--- src/rtl/mac_acc_drain.sv ---
// mac_acc_drain: snapshot four accumulator lanes and stream them out as narrow valid/ready beats
//   clk, rst_n                  clock, asynchronous active-low reset
//   i_mode[1:0]                 lane grouping (single/dual/quad), latched on capture
//   i_capture                   snapshot request
//   i_in0..i_in3                accumulator lanes, i_in0 least significant
//   o_busy                      stream in flight
//   o_out_data, o_out_valid     current beat, beat valid
//   i_out_ready                 consumer accepts beat
//   o_out_last                  final beat of a logical result
//   o_drop, i_drop_clr          sticky ignored-capture flag and its clear
module mac_acc_drain #(
  parameter int MAC_MIN_WIDTH = 8,
  parameter int MAC_ACC_WIDTH = 4*MAC_MIN_WIDTH
) (
  input  logic                     clk,
  input  logic                     rst_n,
  input  logic [1:0]               i_mode,
  input  logic                     i_capture,
  input  logic [MAC_ACC_WIDTH-1:0] i_in0,
  input  logic [MAC_ACC_WIDTH-1:0] i_in1,
  input  logic [MAC_ACC_WIDTH-1:0] i_in2,
  input  logic [MAC_ACC_WIDTH-1:0] i_in3,
  output logic                     o_busy,
  output logic [MAC_MIN_WIDTH-1:0] o_out_data,
  output logic                     o_out_valid,
  input  logic                     i_out_ready,
  output logic                     o_out_last,
  output logic                     o_drop,
  input  logic                     i_drop_clr
);
  localparam logic [1:0] MAC_SINGLE = 2'd0;
  localparam logic [1:0] MAC_DUAL   = 2'd1;
  localparam logic [1:0] MAC_QUAD   = 2'd2;
  localparam logic [0:0] IDLE = 1'b0;
  localparam logic [0:0] SEND = 1'b1;
  localparam int B  = MAC_ACC_WIDTH / MAC_MIN_WIDTH;
  localparam int N  = 4 * B;
  localparam int CW = $clog2(N);
  localparam logic [CW-1:0] LAST_CNT = CW'(N - 1);
  localparam logic [CW:0]   G1 = (CW+1)'(B);
  localparam logic [CW:0]   G2 = (CW+1)'(2 * B);
  logic [0:0]                 r_state;
  logic [4*MAC_ACC_WIDTH-1:0] r_sr;
  logic [1:0]                 r_mode;
  logic [CW-1:0]              r_cnt;
  logic                       r_drop;
  logic                       w_send;
  logic                       w_hs;
  logic                       w_done;
  logic                       w_load;
  logic [CW:0]                w_cnt1;
  always_comb begin
    w_send = (r_state == SEND);
    w_hs   = w_send & i_out_ready;
    w_done = w_hs & (r_cnt == LAST_CNT);
    // a capture is accepted when idle or exactly on the completing handshake
    w_load = i_capture & (~w_send | w_done);
    w_cnt1 = {1'b0, r_cnt} + 1'b1;
  end
  assign o_busy      = w_send;
  assign o_out_valid = w_send;
  assign o_out_data  = r_sr[MAC_MIN_WIDTH-1:0];
  assign o_drop      = r_drop;
  // unknown mode encodings fall back to single grouping
  assign o_out_last  = w_send & ((r_mode == MAC_QUAD) ? (r_cnt == LAST_CNT) :
                                 (r_mode == MAC_DUAL) ? ((w_cnt1 % G2) == '0) :
                                                        ((w_cnt1 % G1) == '0));
  always_ff @(posedge clk or negedge rst_n) begin
    if (!rst_n) begin
      r_state <= IDLE;
      r_sr    <= '0;
      r_mode  <= MAC_SINGLE;
      r_cnt   <= '0;
      r_drop  <= 1'b0;
    end else begin
      r_state <= w_load ? SEND : w_done ? IDLE : r_state;
      r_sr    <= w_load ? {i_in3, i_in2, i_in1, i_in0} : w_hs ? (r_sr >> MAC_MIN_WIDTH) : r_sr;
      r_mode  <= w_load ? i_mode : r_mode;
      r_cnt   <= (w_load | w_done) ? '0 : w_hs ? w_cnt1[CW-1:0] : r_cnt;
      // a new drop takes priority over a simultaneous clear
      r_drop  <= (w_send & i_capture & ~w_done) | (r_drop & ~i_drop_clr);
    end
  end
endmodule

--- config.mk ---
export PLATFORM = sky130hd
export DESIGN_NAME = mac_acc_drain
export DESIGN_NICKNAME = d
export VERILOG_FILES = /design/src/rtl/mac_acc_drain.sv
export SDC_FILE = /design/constraint.sdc
export NUM_CORES = 1
export LEC_CHECK = 0
export CORE_MARGIN = 2
export CORE_UTILIZATION = 45
export DETAILED_ROUTE_END_ITERATION = 12
export PLACE_DENSITY_LB_ADDON = 0.1
export REMOVE_ABC_BUFFERS = 1
export SETUP_SLACK_MARGIN = 0.02
export SLEW_MARGIN = 25
export SYNTH_ARGS = -nofsm -noshare
export SYNTH_HDL_FRONTEND = slang
export SYNTH_SLANG_ARGS = --single-unit
--- constraint.sdc ---
create_clock -name clk -period 2.3 [get_ports clk]
set_clock_uncertainty 0.15 [all_clocks]
set_input_delay 0.46 -clock clk [delete_from_list [all_inputs] [get_ports clk]]
set_output_delay 0.46 -clock clk [all_outputs]
set_load 0.01 [all_outputs]
======== After elaboration in Yosys (flattened, before gate mapping) ========
Index checks and enable logic that the tools add are counted.
Widths: inputs -> output; s select.
cells by class
  equality and inequality tests ........... 3
  shift-type cells ........................ 0
  multiplexer cells ....................... 8
  $lt $le $gt $ge ......................... 0
  bitwise gates (word level) .............. 13
  add/subtract/negate cells ............... 1
  div/mod/pow operators ................... 0
  reductions and logical operators ........ 5
  multipliers ............................. 0
operators with widths
  operator             number
  $mux 128             2
  $logic_not 5->1      2
  $mux 4               2
  $and 1x1->1          7
  $reduce_bool 2->1    3
  $add 4x1->4 const B  1
  $eq 4x4->1 const B   1
  $mux 1               4
  $not 1->1            3
  $or 1x1->1           3
  $eq 2x1->1 const B   1
  $eq 2x2->1 const B   1
storage, ports and cells
  bits in latches ......................... 0
  RAM bits ................................ 0
  memories kept ........................... 0
  memory bits (read-only) ................. 0
  flip-flop bits (word level) ............. 136

======== Longest topological paths before layout ========
Gate-level depths: netlist (run 1).
  depth in word-level cells ............... 6
  depth in mapped cells ................... 6
  depth with buffers taken out ............ 4

======== Worst setup path before layout (run 1) ========
No wires, ideal clock.
  path type ............................... register to register
  from .................................... register r_cnt[0]
  to ...................................... register r_sr[94]
  setup slack ............................. 0.409 ns
  buffers on the path ..................... 2
  stages on the path, launching flop included .. 7
  setup time .............................. 0.128 ns
  data arrival time ....................... 1.613 ns
  required time ........................... 2.022 ns
  cells stage by stage .................... dfrtp_1 ha_1 nand4_1 a21boi_2 buf_6 buf_6 mux2_1
on the way
  longest elaborated chain between the ends .. 5
  elaborated cells on any way between the ends .. 6
RTL lines
  item                                                  line  text
  from (decl)                                           45    logic [CW-1:0] r_cnt;
  from (signal assigned)                                79    r_cnt <= (w_load | w_done) ? '0 : w_hs ? w_cnt1[CW-1:0] : r_cnt;
  $eq 4x4->1 *                                          55    w_done = w_hs & (r_cnt == LAST_CNT);
  $and 1x1->1 *                                         55
  $or 1x1->1 *                                          57    w_load = i_capture & (~w_send | w_done);
  $and 1x1->1 *                                         57
  $mux 128 / $reduce_bool 2->1 (equally long branches)  -
  to (signal assigned)                                  77    r_sr <= w_load ? {i_in3, i_in2, i_in1, i_in0} : w_hs ? (r_sr >> MAC_MIN_WIDTH) : r_sr;
  to (decl)                                             43    logic [4*MAC_ACC_WIDTH-1:0] r_sr;
Every way passes the cells marked *; elsewhere a longest branch is shown, timed or not.
A chain may end at the register's enable or synchronous reset.

======== Worst setup path in the final report (run 1) ========
  from .................................... register r_cnt[0]
  to ...................................... output port o_out_last
on the way
  longest elaborated chain between the ends .. 5
  elaborated cells on any way between the ends .. 7
RTL lines
  item                                       line    text
  $add 4x1->4                                58      w_cnt1 = {1'b0, r_cnt} + 1'b1;
  $logic_not 5->1, on equally long branches  67, 66
  $mux 1                                     66      (r_mode == MAC_DUAL) ? ((w_cnt1 % G2) == '0) :
  $mux 1 *                                   65      assign o_out_last = w_send & ((r_mode == MAC_QUAD) ? (r_cnt == LAST_CNT) :
  $and 1x1->1 *                              65
  to (decl)                                  27      output logic o_out_last,
Marked as above.

==> summary.md, run 1 <==
| Metric | Value |
|---|---|
| Clk_lat worst skew | `0.42 ns` |
| Critical path class | `reg2out` |
| Core ar. | `14600 um^2` |
| Unrepaired setup endpoints after global routing | `yes` |
| Total Wirelength | `12.6 mm` |
| Clock transition at the registers of the reported paths | `0.06 ns` |
| Register area share after synthesis | `50.1%` |
| Synthesized area per cell | `14.5 um^2` |
| R2R depth | `7` |
| Initial antenna violation count | `0` |
| Final nets | `765` |
| Dpl hpwl | `9.16 mm` |
| Crit. End Element | `output pin` |
| Die X | `127 um` |
| Slew HR | `68.3%` |
| Worst reg-to-reg setup slack | `0.19 ns` |
| Crit-path max cell delay | `0.41 ns` |
| Max frequency | `0.436 GHz` |
| Min Tclk post-route | `2.29 ns` |
| Vias in the first global route | `4385` |
| CTS root buf | `clkbuf_16` |
| Post-synthesis cell type count | `26` |
| Total gr overflow | `0` |
| WL per Instance | `15.3 um` |
| Crit path DAT | `1.68 ns` |
| Post-Syn Instances | `469` |
| # clock sinks | `136` |
| Power per cell area | `742 nW/um^2` |
| Iteration-0 DRC Markers | `102` |
| IO Pins | `147` |
| Initial core utilization | `46.4%` |
| First-pass GRT wire length | `21.3 mm` |
| Crit share post-route | `99.7%` |
| Synth Flop Type | `dfrtp_1` |
| Largest net degree at the start of global routing | `82` |
| Final Max Slew Viols | `0` |
| Port bufs | `146` |
| Critical path data required time | `1.69 ns` |
| Status | `complete, no violations` |
| Layout cells sized above 1 | `27.8%` |
| CP max FO | `4` |
| Fin util | `62.3%` |
| Max_cap viols | `0` |
| Asr flop ratio synth | `100%` |
| Worst-Margin Slew | `0.476 ns` |
| TritonCTS Buffers | `17` |
| Setup crit start | `r_cnt[0]$_DFFE_PN0P_` |
| Area delta synth->final | `34.2%` |
| First-pass detailed-route iteration total | `4` |
| Post-Syn Area | `6800 um^2` |
| Hold Violations, Final | `0` |
| Type of the tightest min-delay check | `in2async` |
| Area contributors post-synth | `dfrtp_1 (50%), mux2_1 (22%), mux2_2 (18%)` |
| Post-synth EDFFs | `0` |
| DIE HEIGHT | `127 um` |
| Antenna viol nets, final | `0` |
| Synth Register Bits | `136` |
| Top delay family on crit path | `flip-flops` |
| Area of the die | `16100 um^2` |
| Crit start category | `register` |
| CTS tree | `yes` |
| Crit-path cells | `buf_6, ha_1, a21boi_1, o2111a_1, buf_2` |
| Synth warn | `0` |
| # DRC | `0` |
| Total power | `0.00677 W` |
| Setup violators final | `0` |
| Gpl congestion | `0.758` |
| Dpl ws | `-0.103 ns` |
| Leakage | `4.51 nW` |
| CTS max path bufs | `2` |
| GRT Util Overall | `16.8%` |
| Fin worst setup slack | `0.00767 ns` |
| Crit path max-delay cell type | `dfrtp_1` |
| Share of the synthesized area in the top cell type | `50.1%` |
| Routed via count | `4158` |
| Stages on the worst setup path | `5` |
| Cell Rows | `44` |
| ANT cells | `0` |
| Reg2reg start | `r_cnt[1]$_DFFE_PN0P_` |
| Maximum VDD drop | `550 uV` |
| # H-tree levels | `4` |
| Cell taking the most area after synthesis | `dfrtp_1` |
| Worst Path Buf+Inv | `2` |
| Via density | `5.04` |
-- final cells by class --
| class | instances | area (um^2) |
|---|---|---|
| Sequential cell | 136 | 3400 |
| Clock buffer | 19 | 453 |
| Fill cell | 1139 | 5520 |
| Clock inverter | 13 | 98.8 |
| Tap cell | 184 | 230 |
| Timing Repair Buffer | 178 | 1830 |
| Multi-Input combinational cell | 285 | 3070 |
| Inverter | 10 | 37.5 |
-- cell usage in the layout, fill, tap and decap left out, drive strengths merged, types with 2 or more instances in the layout --
master / instances
a21boi: 2
buf: 33
clkbuf: 19
clkdlybuf4s50: 144
clkinv: 5
clkinvlp: 6
dfrtp: 136
ha: 2
inv: 12
mux2: 242
mux2i: 9
nand2: 13
nand3: 3
o21ai: 4
-- worst register-to-register path, delay by kind of cell, from the launching register on --
kind | cells | cell delay (ns)
AO/OA/AOI/OAI | 1 | 0.21
adder cells (fa/ha/maj) | 1 | 0.17
buffers and inverters | 3 | 0.54
flip-flops | 1 | 0.41
multiplexers | 1 | 0.34
AND/OR/NAND/NOR | 1 | 0.17
-- worst paths after layout --
| path | end |
|---|---|
| worst max-delay path | o_out_last |
| worst min-delay path | r_sr[43]$_DFFE_PN0P_ |
| worst max register to register | r_sr[57]$_DFFE_PN0P_ |
| worst min register to register | r_sr[123]$_DFFE_PN0P_ |
| max in group asynchronous | r_sr[92]$_DFFE_PN0P_ |
| min in group clk | r_sr[123]$_DFFE_PN0P_ |
-- flip-flops by register name (all words and copies together) (netlist names) --
register  flops
o_busy        1
o_drop        1
r_cnt         4
r_mode        2
r_sr        128
-- layer usage --
layer / share of wire [%] / global-route usage [%] / up-vias
met5: 0 / 0 / -
met1: 44 / 21.1 / 2053
li1: - / - / 1993
met3: 5.3 / 5.02 / 16
met4: 1.4 / 6.21 / 0
met2: 49 / 27.5 / 96
-- kinds of logic (layout without fill, tap and decap cells) --
kind of cell / after synthesis / in the layout / synth area share (%)
DFF: 136 / 136 / 50.1
and+or+nand+nor: 21 / 21 / 1.45
adders and majority gates: 2 / 2 / 0.368
buffers and inverters: 48 / 220 / 5.49
muxes: 251 / 251 / 41.4
AOI/OAI and AO/OA: 10 / 10 / 1.09
xor gates and xnor gates: 1 / 1 / 0.129
-- synthesized netlist by cell type (2+ instances only) --
master	instances
dfrtp_1	136
mux2_1	134
mux2_2	108
buf_6	20
nand2_1	12
buf_4	10
inv_1	10
mux2i_1	9
buf_2	4
clkbuf_1	4
o21ai_0	4
nand3_1	3
ha_1	2
-- repair_timing --
action	in CTS	in global routing
hold buffers	1	0
endpoints found under the setup margin	1	1
hold endpoints to repair	17	0
pin swaps	2	1
setup buffers	0	0
gates resized for setup	6	5
-- power by group --
part | switching (W) | internal, W | total [W]
combinational | 0.000425 | 0.000856 | 0.00128
clock | 0.00106 | 0.00144 | 0.00250
sequential | 0.000204 | 0.00279 | 0.00299
total | 0.00169 | 0.00508 | 0.00677
-- metrics by stage --
step           instances  setup TNS, ns  hold WS [ns]  cell area (um^2)
2_1_floorplan        431        -377.44        0.0144              6460
3_3_place_gp         792          -1.58         0.156              8530
3_5_place_dp         792          -4.58         0.157              8530
4_1_cts              825        -0.0122         0.283              9090
5_1_grt              825        -0.0764         0.295              9120
6_report             825              0         0.296              9120
No activity file was read; power rests on OpenSTA's default activity.
==> run 2: changes to the inputs <==
--- a/config.mk
+++ b/config.mk
@@ -10,7 +10,7 @@
 export DETAILED_ROUTE_END_ITERATION = 12
 export PLACE_DENSITY_LB_ADDON = 0.1
 export REMOVE_ABC_BUFFERS = 1
-export SETUP_SLACK_MARGIN = 0.02
+export SETUP_SLACK_MARGIN = 0.5
 export SLEW_MARGIN = 25
 export SYNTH_ARGS = -nofsm -noshare
 export SYNTH_HDL_FRONTEND = slang
==> run 2 against run 1 <==
The flow now finishes with violations (setup timing). Register-to-register slack worse by 0.13 ns. Via count rose by 6.4%. Global-route usage grew 2.9 points. Count of clock-buffer cells in the layout did not move. Non-clock buffer count is 48 higher. Flip-flop and latch count is the same. Maximum frequency decreased by 0.58%. Largest cell class is now multi-input gates.
==> summary.md, run 2 (synthesized netlist as in run 1, its figures left out) <==
| Metric | Value |
|---|---|
| # DRC | `0 (unchanged)` |
| Fin worst setup slack | `-0.00577 ns (was 0.00767 ns)` |
| IO Pins | `147 (unchanged)` |
| Maximum VDD drop | `539 uV (was 550 uV)` |
| CTS root buf | `clkbuf_16 (unchanged)` |
| Area of the die | `16100 um^2 (unchanged)` |
| Crit-path cells | `buf_6, ha_1, a21boi_1, o2111a_1, buf_2 (unchanged)` |
| Total power | `0.00709 W (was 0.00677 W)` |
| Final nets | `813 (was 765)` |
| Layout cells sized above 1 | `39.5% (was 27.8%)` |
| Unrepaired setup endpoints after global routing | `yes (unchanged)` |
| Iteration-0 DRC Markers | `111 (was 102)` |
| Biggest regs | `r_sr x128, r_cnt x4, r_mode x2 (unchanged)` |
| Final Max Slew Viols | `0 (unchanged)` |
| Die X | `127 um (unchanged)` |
| Critical path class | `reg2out (unchanged)` |
| Non-Filler Instances | `873 (was 825)` |
| Worst-Margin Slew | `0.485 ns (was 0.476 ns)` |
| Via density | `5.07 (was 5.04)` |
| CP max FO | `4 (unchanged)` |
| Clock transition at the registers of the reported paths | `0.06 ns (about the same)` |
| First-pass detailed-route iteration total | `4 (unchanged)` |
| CTS tree | `yes (unchanged)` |
| Crit start category | `register (unchanged)` |
| TritonCTS Buffers | `17 (unchanged)` |
| GRT Util Overall | `19.6% (was 16.8%)` |
| Cell Area, Placed | `8530 um^2 (unchanged)` |
| Largest net degree at the start of global routing | `82 (unchanged)` |
| Crit path max-delay cell type | `dfrtp_1 (unchanged)` |
| Clk_lat worst skew | `0.42 ns (about the same)` |
| Biggest register | `r_sr (unchanged)` |
| Initial antenna violation count | `0 (unchanged)` |
| Min Tclk post-route | `2.31 ns (was 2.29 ns)` |
| Placed cells | `792 (unchanged)` |
| Crit-path max cell delay | `0.42 ns (was 0.41 ns)` |
| Area delta synth->final | `52.5% (was 34.2%)` |
| Setup violators final | `1 (was 0)` |
| Commonest non-fill, non-tap cell in the layout | `dfrtp_1 (was clkdlybuf4s50_1)` |
| Cell Rows | `44 (unchanged)` |
| Power per cell area | `683 nW/um^2 (was 742 nW/um^2)` |
| WL per Instance | `17.5 um (was 15.3 um)` |
| Core ar. | `14600 um^2 (unchanged)` |
| CTS max path bufs | `2 (unchanged)` |
| Port bufs | `146 (unchanged)` |
| Status | `finished, violations left (was complete, no violations)` |
| Highest routed layer | `met4 (unchanged)` |
| Max_cap viols | `0 (unchanged)` |
| Initial core utilization | `46.4% (unchanged)` |
| Largest register FFs | `128 (unchanged)` |
| # clock sinks | `136 (unchanged)` |
| Type of the tightest min-delay check | `in2async (unchanged)` |
| Antenna viol nets, final | `0 (unchanged)` |
| Max frequency | `0.434 GHz (was 0.436 GHz)` |
| Hold Violations, Final | `0 (unchanged)` |
| Total Wirelength | `15.2 mm (was 12.6 mm)` |
| First-pass GRT wire length | `24.5 mm (was 21.3 mm)` |
| Vias in the first global route | `4785 (was 4385)` |
| Dpl ws | `-0.103 ns (unchanged)` |
| Total gr overflow | `0 (unchanged)` |
| Crit. End Element | `output pin (unchanged)` |
| Routed via count | `4424 (was 4158)` |
| DIE HEIGHT | `127 um (unchanged)` |
| Metal3 WL | `747 um (was 664 um)` |
| ANT cells | `0 (unchanged)` |
| Most frequent cells in the layout | `dfrtp_1 (136), clkdlybuf4s50_1 (133), mux2_4 (108) (was clkdlybuf4s50_1 (144), dfrtp_1 (136), mux2_1 (134))` |
| Crit share post-route | `100% (was 99.7%)` |
| Violated checks | `setup timing` |
| Slew HR | `67.6% (was 68.3%)` |
| Final Cell Area | `10400 um^2 (was 9120 um^2)` |
| Routed wl met2 | `7.46 mm (was 6.19 mm)` |
| Critical path data required time | `1.69 ns (about the same)` |
| # H-tree levels | `4 (unchanged)` |
| Dpl hpwl | `9.16 mm (unchanged)` |
| Crit path DAT | `1.70 ns (was 1.68 ns)` |
| Gpl congestion | `0.758 (unchanged)` |
| Met1 wire length | `6.81 mm (was 5.55 mm)` |
| Leakage | `4.99 nW (was 4.51 nW)` |
run 2: changes by cell type in the layout (fill, tap and decap cells not counted), moves of 12 or more:
cell	delta
mux2_4	+108
mux2_2	-64
mux2_1	-44
buf_16	+13
buf_6	+13
buf_8	+12
run 2: through the flow:
stage                     hold slack [ns]  setup TNS [ns]  util (%)
after floorplan                    0.0144         -377.44         -
after global placement              0.156           -1.58      58.3
after detailed placement            0.157           -4.58      58.3
after CTS                           0.283         -0.0122      69.3
after global routing                0.294          -0.100      70.8
final                               0.301        -0.00577      70.8
run 2: worst max-delay path, delay by kind of cell, from the launching register on:
kind                       cells  cell delay (ns)
AOI/OAI and AO/OA              2             0.38
adders and majority gates      1             0.19
buffers and inverters          2             0.28
DFF                            1             0.42
run 2: power by group:
group	leakage (nW)	total, W	switching (W)	internal (W)
clock network	0.254	0.00252	0.00108	0.00144
logic	2.86	0.00157	0.000496	0.00107
registers	1.87	0.00300	0.000214	0.00279
total	4.99	0.00709	0.00179	0.00530
run 2: layout make-up:
type                            instances  area (um^2)
Sequential cell                       136         3400
Tap cell                              184          230
Fill cell                            1006         4270
Clock buffer                           19          453
Clock inverter                         13         98.8
Timing Repair Buffer                  226         2670
Inverter                               10         37.5
Multi-Input combinational cell        285         3470
run 2: per-layer routing:
layer | GRT usage, % | vias to the layer above
li1 | - | 2099
met1 | 26.0 | 2204
met2 | 31.6 | 101
met3 | 5.15 | 20
met4 | 6.66 | 0
met5 | 0 | -
run 2: timing repair:
action	in CTS	in global routing
hold buffers	1	0
pin swaps	4	2
endpoints found under the hold margin	17	0
endpoints found under the setup margin	142	136
gates cloned	12	0
resized for setup	141	52
setup buffers	32	4
run 2: worst paths after layout:
kind | from | endpoint | slack (ns) | cells past startpoint
setup reg to reg | r_cnt[0]$_DFFE_PN0P_ | r_sr[13]$_DFFE_PN0P_ | 0.06 | 10
setup / recovery | r_cnt[0]$_DFFE_PN0P_ | o_out_last | -0.006 | 5
hold / removal | rst_n | r_sr[43]$_DFFE_PN0P_ | 0.30 | 2
max in group asynchronous | rst_n | r_sr[92]$_DFFE_PN0P_ | 0.97 | 3
hold reg to reg | o_drop$_DFF_PN0_ | o_drop$_DFF_PN0_ | 0.36 | 2
min in group clk | o_drop$_DFF_PN0_ | o_drop$_DFF_PN0_ | 0.36 | 2
